### src/rtl/registerfile_sb_if.sv
// Register file bus: writeback, two read ports, issue marking and the Clear control.
interface registerfile_sb_if #(
    parameter int XLEN = 32,
    parameter int AW   = 5
);
    logic            Load;
    logic [AW-1:0]   addrD;
    logic [XLEN-1:0] D;
    logic [AW-1:0]   addrA;
    logic [AW-1:0]   addrB;
    logic [XLEN-1:0] dataA;
    logic [XLEN-1:0] dataB;
    logic            Issue;
    logic [AW-1:0]   addrI;
    logic            busyA;
    logic            busyB;
    logic            Clear;
    logic            ClearBusy;

    modport master (
        output Load, addrD, D, addrA, addrB, Issue, addrI, Clear,
        input  dataA, dataB, busyA, busyB, ClearBusy
    );

    modport slave (
        input  Load, addrD, D, addrA, addrB, Issue, addrI, Clear,
        output dataA, dataB, busyA, busyB, ClearBusy
    );
endinterface

### src/rtl/registerfile_sb.sv
// 2-read/1-write register file with pending scoreboard and sequential Clear engine.
//
//   state | meaning
//   ------+---------------------------------------------------------------
//   IDLE  | normal operation: writes, issues, bypass enabled
//   CLEAR | zero-filling entry clr_cnt each cycle; Load/Issue/Clear ignored
module registerfile_sb #(
    parameter int XLEN     = 32,
    parameter int AW       = 5,
    parameter int ZERO_REG = 1,
    parameter int BYPASS   = 1
) (
    input logic               Clk,
    input logic               Reset_n,
    registerfile_sb_if.slave  bus
);
    localparam int NREG = 2**AW;

    typedef enum logic {IDLE, CLEAR} state_t;

    state_t          state;
    logic            clear_busy_q;
    logic [AW-1:0]   clr_cnt;
    logic [XLEN-1:0] regs [NREG];
    logic [NREG-1:0] pending;

    logic            wr_en;
    logic            iss_en;
    logic            byp_a;
    logic            byp_b;
    logic [XLEN-1:0] data_a;
    logic [XLEN-1:0] data_b;
    logic            busy_a;
    logic            busy_b;

    // Register 0 swallows writes and issues when it is hardwired to zero.
    assign wr_en  = (state == IDLE) && bus.Load &&
                    !((ZERO_REG != 0) && (bus.addrD == '0));
    assign iss_en = (state == IDLE) && bus.Issue &&
                    !((ZERO_REG != 0) && (bus.addrI == '0));

    // Clear sequencer; ClearBusy is registered alongside the state so it tracks CLEAR exactly.
    always_ff @(posedge Clk or negedge Reset_n) begin
        if (!Reset_n) begin
            state        <= IDLE;
            clr_cnt      <= '0;
            clear_busy_q <= 1'b0;
        end else begin
            case (state)
                IDLE: begin
                    if (bus.Clear) begin
                        state        <= CLEAR;
                        clr_cnt      <= '0;
                        clear_busy_q <= 1'b1;
                    end
                end
                CLEAR: begin
                    if (clr_cnt == AW'(NREG - 1)) begin
                        state        <= IDLE;
                        clear_busy_q <= 1'b0;
                    end
                    clr_cnt <= clr_cnt + AW'(1);
                end
                default: begin
                    state        <= IDLE;
                    clear_busy_q <= 1'b0;
                end
            endcase
        end
    end

    // Data array: writeback in IDLE, one entry zeroed per cycle in CLEAR.
    always_ff @(posedge Clk or negedge Reset_n) begin
        if (!Reset_n) begin
            for (int i = 0; i < NREG; i++) begin
                regs[i] <= '0;
            end
        end else if (state == CLEAR) begin
            regs[clr_cnt] <= '0;
        end else if (wr_en) begin
            regs[bus.addrD] <= bus.D;
        end
    end

    // Scoreboard: writeback retires a pending bit, issue sets one; the set is
    // applied last so a same-cycle issue to the written address stays pending.
    always_ff @(posedge Clk or negedge Reset_n) begin
        if (!Reset_n) begin
            pending <= '0;
        end else if (state == CLEAR) begin
            pending[clr_cnt] <= 1'b0;
        end else begin
            if (wr_en) begin
                pending[bus.addrD] <= 1'b0;
            end
            if (iss_en) begin
                pending[bus.addrI] <= 1'b1;
            end
        end
    end

    // Read ports: zero register first, then same-cycle forwarding, then the array.
    always_comb begin
        byp_a  = (BYPASS != 0) && (state == IDLE) && bus.Load && (bus.addrD == bus.addrA);
        byp_b  = (BYPASS != 0) && (state == IDLE) && bus.Load && (bus.addrD == bus.addrB);
        data_a = regs[bus.addrA];
        busy_a = pending[bus.addrA];
        data_b = regs[bus.addrB];
        busy_b = pending[bus.addrB];
        if ((ZERO_REG != 0) && (bus.addrA == '0)) begin
            data_a = '0;
            busy_a = 1'b0;
        end else if (byp_a) begin
            data_a = bus.D;
            busy_a = 1'b0;
        end
        if ((ZERO_REG != 0) && (bus.addrB == '0)) begin
            data_b = '0;
            busy_b = 1'b0;
        end else if (byp_b) begin
            data_b = bus.D;
            busy_b = 1'b0;
        end
    end

    assign bus.dataA     = data_a;
    assign bus.dataB     = data_b;
    assign bus.busyA     = busy_a;
    assign bus.busyB     = busy_b;
    assign bus.ClearBusy = clear_busy_q;

endmodule

### src/flat_wrapper.sv
// flat-port wrapper written by rule: the top's interface ports become plain ports
module registerfile_sb_flat 
#(
    parameter int XLEN     = 32,
    parameter int AW       = 5,
    parameter int ZERO_REG = 1,
    parameter int BYPASS   = 1
)
  (Clk, Reset_n, bus_Load, bus_addrD, bus_D, bus_addrA, bus_addrB, bus_Issue, bus_addrI, bus_Clear, bus_dataA, bus_dataB, bus_busyA, bus_busyB, bus_ClearBusy);
  registerfile_sb_if #(.XLEN(XLEN), .AW(AW)) bus_i ();
  input logic Clk;
  input logic Reset_n;
  input wire logic [$bits(bus_i.Load)-1:0] bus_Load;
  input wire logic [$bits(bus_i.addrD)-1:0] bus_addrD;
  input wire logic [$bits(bus_i.D)-1:0] bus_D;
  input wire logic [$bits(bus_i.addrA)-1:0] bus_addrA;
  input wire logic [$bits(bus_i.addrB)-1:0] bus_addrB;
  input wire logic [$bits(bus_i.Issue)-1:0] bus_Issue;
  input wire logic [$bits(bus_i.addrI)-1:0] bus_addrI;
  input wire logic [$bits(bus_i.Clear)-1:0] bus_Clear;
  output wire logic [$bits(bus_i.dataA)-1:0] bus_dataA;
  output wire logic [$bits(bus_i.dataB)-1:0] bus_dataB;
  output wire logic [$bits(bus_i.busyA)-1:0] bus_busyA;
  output wire logic [$bits(bus_i.busyB)-1:0] bus_busyB;
  output wire logic [$bits(bus_i.ClearBusy)-1:0] bus_ClearBusy;
  assign bus_i.Load = bus_Load;
  assign bus_i.addrD = bus_addrD;
  assign bus_i.D = bus_D;
  assign bus_i.addrA = bus_addrA;
  assign bus_i.addrB = bus_addrB;
  assign bus_i.Issue = bus_Issue;
  assign bus_i.addrI = bus_addrI;
  assign bus_i.Clear = bus_Clear;
  assign bus_dataA = bus_i.dataA;
  assign bus_dataB = bus_i.dataB;
  assign bus_busyA = bus_i.busyA;
  assign bus_busyB = bus_i.busyB;
  assign bus_ClearBusy = bus_i.ClearBusy;
  registerfile_sb #(.XLEN(XLEN), .AW(AW), .ZERO_REG(ZERO_REG), .BYPASS(BYPASS)) u_core (.Clk(Clk), .Reset_n(Reset_n), .bus(bus_i));
endmodule
### config.mk
export PLATFORM = sky130hd
export DESIGN_NAME = registerfile_sb_flat
export DESIGN_NICKNAME = d
export VERILOG_FILES = /design/src/rtl/registerfile_sb_if.sv /design/src/rtl/registerfile_sb.sv /design/src/flat_wrapper.sv
export SDC_FILE = /design/constraint.sdc
export NUM_CORES = 2
export LEC_CHECK = 0
export ABC_CLOCK_PERIOD_IN_PS = 3970
export CAP_MARGIN = 20
export CORE_MARGIN = 2
export CORE_UTILIZATION = 40
export DETAILED_ROUTE_END_ITERATION = 10
export PLACE_DENSITY = 0.61
export SYNTH_ARGS = -nofsm -noshare
export SYNTH_HDL_FRONTEND = slang
export SYNTH_SLANG_ARGS = --single-unit
export TNS_END_PERCENT = 10
### constraint.sdc
create_clock -name Clk -period 3.97 [get_ports Clk]
set_clock_uncertainty 0.15 [all_clocks]
set_input_delay 0.794 -clock Clk [delete_from_list [all_inputs] [get_ports Clk]]
set_output_delay 0.794 -clock Clk [all_outputs]
set_load 0.05 [all_outputs]
==> results.md <==
- Iteration-0 DRC count of the detailed router: 6333
- H-tree levels: 3
- Storage cell area: 0.0266 mm^2
- Asr flop ratio synth: 100%
- Drt drc: 0
- Initial Utilization: 40.4%
- Clk slew on worst S/H paths: 0.06 ns
- Worst VDD drop: 354 uV
- Die H: 377 um
- Startpoint types: primary input
- TritonCTS Buffers: 112
- Final Max Slew Viols: 0
- Hold Fails Final Rpt: 0
- Layout cell share with drive strength beyond 1: 30.1%
- Switching portion of total power: 30.9%
- Worst skew pair latency: ~0.74 ns
- Cell total after placement: 6055
- Via count: roughly 45000
- Commonest non-fill, non-tap cell in the layout: dfrtp_1
- # IOs: 124
- Main synth FF type: dfrtp_1
- Worst min path class: reg2reg
- DR WL/cell: 35.4 um
- First-pass GRT wire length: around 320 mm
- Sequential share of the synthesized area: 47.8%
- Most frequent cells in the layout: dfrtp_1, a22o_1, buf_4, mux4_2, mux2i_1
- Violations in the final reports: negative setup slack
- Total Nets Final: 4449
- WS Path Type: in2out
- Grt total ovfl: 0
- Post-DP HPWL: 139 mm
- Post-synthesis instance area: roughly 0.056 mm^2
- Core Area: 0.138 mm^2
- P_int: 21.1 mW
- Die Span X: 377 um
- CTS root buffer: clkbuf_16
- Slack of the critical path: -0.0445 ns
- Clk buf depth: 3
- Fin crit period: around 4.0 ns
- Vias in the first global route: 44900
- Multi-input logic area: 0.0275 mm^2
- Unrepaired setup endpoints after global routing: true
- Antenna violations before repair: 11
- Max-cap viol count: 0
- Post-synth EDFFs: 0
- TritonRoute pass-1 iters: 6
- Clk network pwr share: between 30 and 40%
- Routed Antenna Nets: 0
- Syn_area_per_cell: between 10 and 15 um^2
- P&R area growth vs syn: 20.7%
- Syn. warnings: 0
- GP Congestion: 0.970
- Tot GR Track Use: 30.9%
- Worst-Margin Slew: 1.02 ns
- Final non-filler cell total: 6275
- Synth cell types: 58
- Syn_nets: around 4200
- IO buf count: 123
- Logic gate share of total power: 21.8%
- Die ar.: 0.142 mm^2
- Std cell rows: around 140
- Sequential share of power: 41.4%
- Largest net degree at the start of global routing: 136
- Status: finished, violations left
- WP data arrival: 3.07 ns
- CP Capture Type: output pin
- CTS Sinks: 1063
- TritonCTS clock tree: yes
- Finished Core Util: about half
- Setup violators final: 8
- Drt via density: 7.12
- Slew headroom: 32.0%
- FMAX: 249 MHz
- P_sw: about 9.4 mW
- LEAKAGE: 30.1 nW
- Setup TNS: -0.188 ns
- Req. time, crit path: 3.03 ns
- Placement Setup Slack: -0.516 ns
- Worst hold slack: 0.359 ns
- Fin crit share: 101%
- Total Wirelength: ~220 mm
- Mapped Cells: approximately 4200
- Pwr/cell area: 455 mW/mm^2
- #FFs+latches synth: 1063
- Fillers: 11800
- Critical-path maximum fanout: 19
layer usage:
metal  share of wire, %  global-route usage (%)  vias up
met5              0.045                       0        -
met4                5.5                    15.7       16
met3                 12                    8.95      682
met2                 44                    45.4     3239
met1                 39                    41.5    23400
li1                   -                       -    17300
power by group through the flow:
| stage | clock [mW] | combinational [mW] | sequential [mW] |
|---|---|---|---|
| after global routing | 11.8 | 6.89 | 12.7 |
| after detailed placement | 0 | 6.43 | 12.8 |
| after floorplan | 0 | 3.60 | 12.5 |
| final | 11.2 | 6.66 | 12.7 |
| after global placement | 0 | 6.33 | 12.7 |
| after CTS | 11.3 | 6.50 | 12.6 |
stage by stage:
step	total power [mW]	area, um^2
detailed placement	19.2	62800
CTS	30.4	67000
global route	31.4	67200
global placement	19.1	62700
finish	30.6	67200
floorplan	16.1	55700
path summary, 6_finish.rpt:
path                                              start                      endpoint  slack [ns]  cells after the start
max                                        bus_addrB[1]                 bus_dataB[23]       -0.04                      9
min                        u_core.regs[993]$_DFFE_PN0P_  u_core.regs[993]$_DFFE_PN0P_        0.36                      1
max reg2reg                      u_core.state$_DFF_PN0_  u_core.regs[781]$_DFFE_PN0P_        1.11                      7
min reg2reg                u_core.regs[993]$_DFFE_PN0P_  u_core.regs[993]$_DFFE_PN0P_        0.36                      1
max in group asynchronous                       Reset_n   u_core.regs[83]$_DFFE_PN0P_        1.97                      3
min in group asynchronous                       Reset_n  u_core.regs[983]$_DFFE_PN0P_        0.47                      2
logic make-up after synthesis:
group	after synthesis	share of synthesized area, %
flip-flops	1063	47.8
multiplexers	702	21.7
adder cells (fa/ha/maj)	5	0.112
AO/OA/AOI/OAI	1560	23.0
XOR/XNOR	11	0.173
AND/OR/NAND/NOR	249	2.74
buffers and inverters	571	4.48
worst max-delay path, cell delays in order:
cell and delay, ns:
clkbuf_8 0.21, buf_12 0.24, buf_4 0.33, mux4_2 0.37, o21ai_0 0.33, a211oi_2 0.14, buf_4 0.17, a221o_1 0.26
buf_4 0.19
cell usage after synthesis, types with 42 or more instances:
| cell | n | area share [%] |
|---|---|---|
| dfrtp_1 | 1063 | 48 |
| a22o_1 | 1009 | 16 |
| mux4_2 | 405 | 16 |
| clkbuf_1 | 349 | 2.4 |
| mux2i_1 | 297 | 5.3 |
| buf_2 | 118 | 1.1 |
| a221oi_1 | 98 | 1.5 |
| a21oi_1 | 90 | 0.81 |
| o22ai_1 | 65 | 0.73 |
| a211oi_1 | 59 | 0.80 |
| and2_1 | 53 | 0.60 |
| o21ai_0 | 50 | 0.45 |
| a221o_1 | 48 | 0.86 |
| nor3_1 | 47 | 0.42 |
| a211o_1 | 43 | 0.68 |
| a22oi_1 | 43 | 0.58 |
| buf_1 | 42 | 0.28 |
flip-flops by register name, indices dropped and copies added (netlist names):
register,cells
u_core.regs,1024
u_core.bus.ClearBusy,1
u_core.pending,32
u_core.state,1
u_core.clr_cnt,5
repair_timing:
| item | in CTS | in global routing |
|---|---|---|
| resized for setup | 60 | 36 |
| pin swaps | 5 | 7 |
| hold endpoints to repair | 35 | 0 |
| setup endpoints to repair | 59 | 46 |
| buffers inserted | 5 | 4 |
| gates cloned | 1 | 1 |
| hold buffers | 1 | 0 |
final cells by class:
| class | instances | area share [%] |
|---|---|---|
| multi-input cells | 2527 | 40.9 |
| flip-flops and latches | 1063 | 39.6 |
| repair buffers | 665 | 10.3 |
| clock buffers | 167 | 4.96 |
| well taps | 1794 | 3.34 |
| clock inverters | 40 | 0.828 |
| inverters | 18 | 0.102 |
| diodes | 1 | 0.00372 |
No activity file was read; power rests on OpenSTA's default activity.
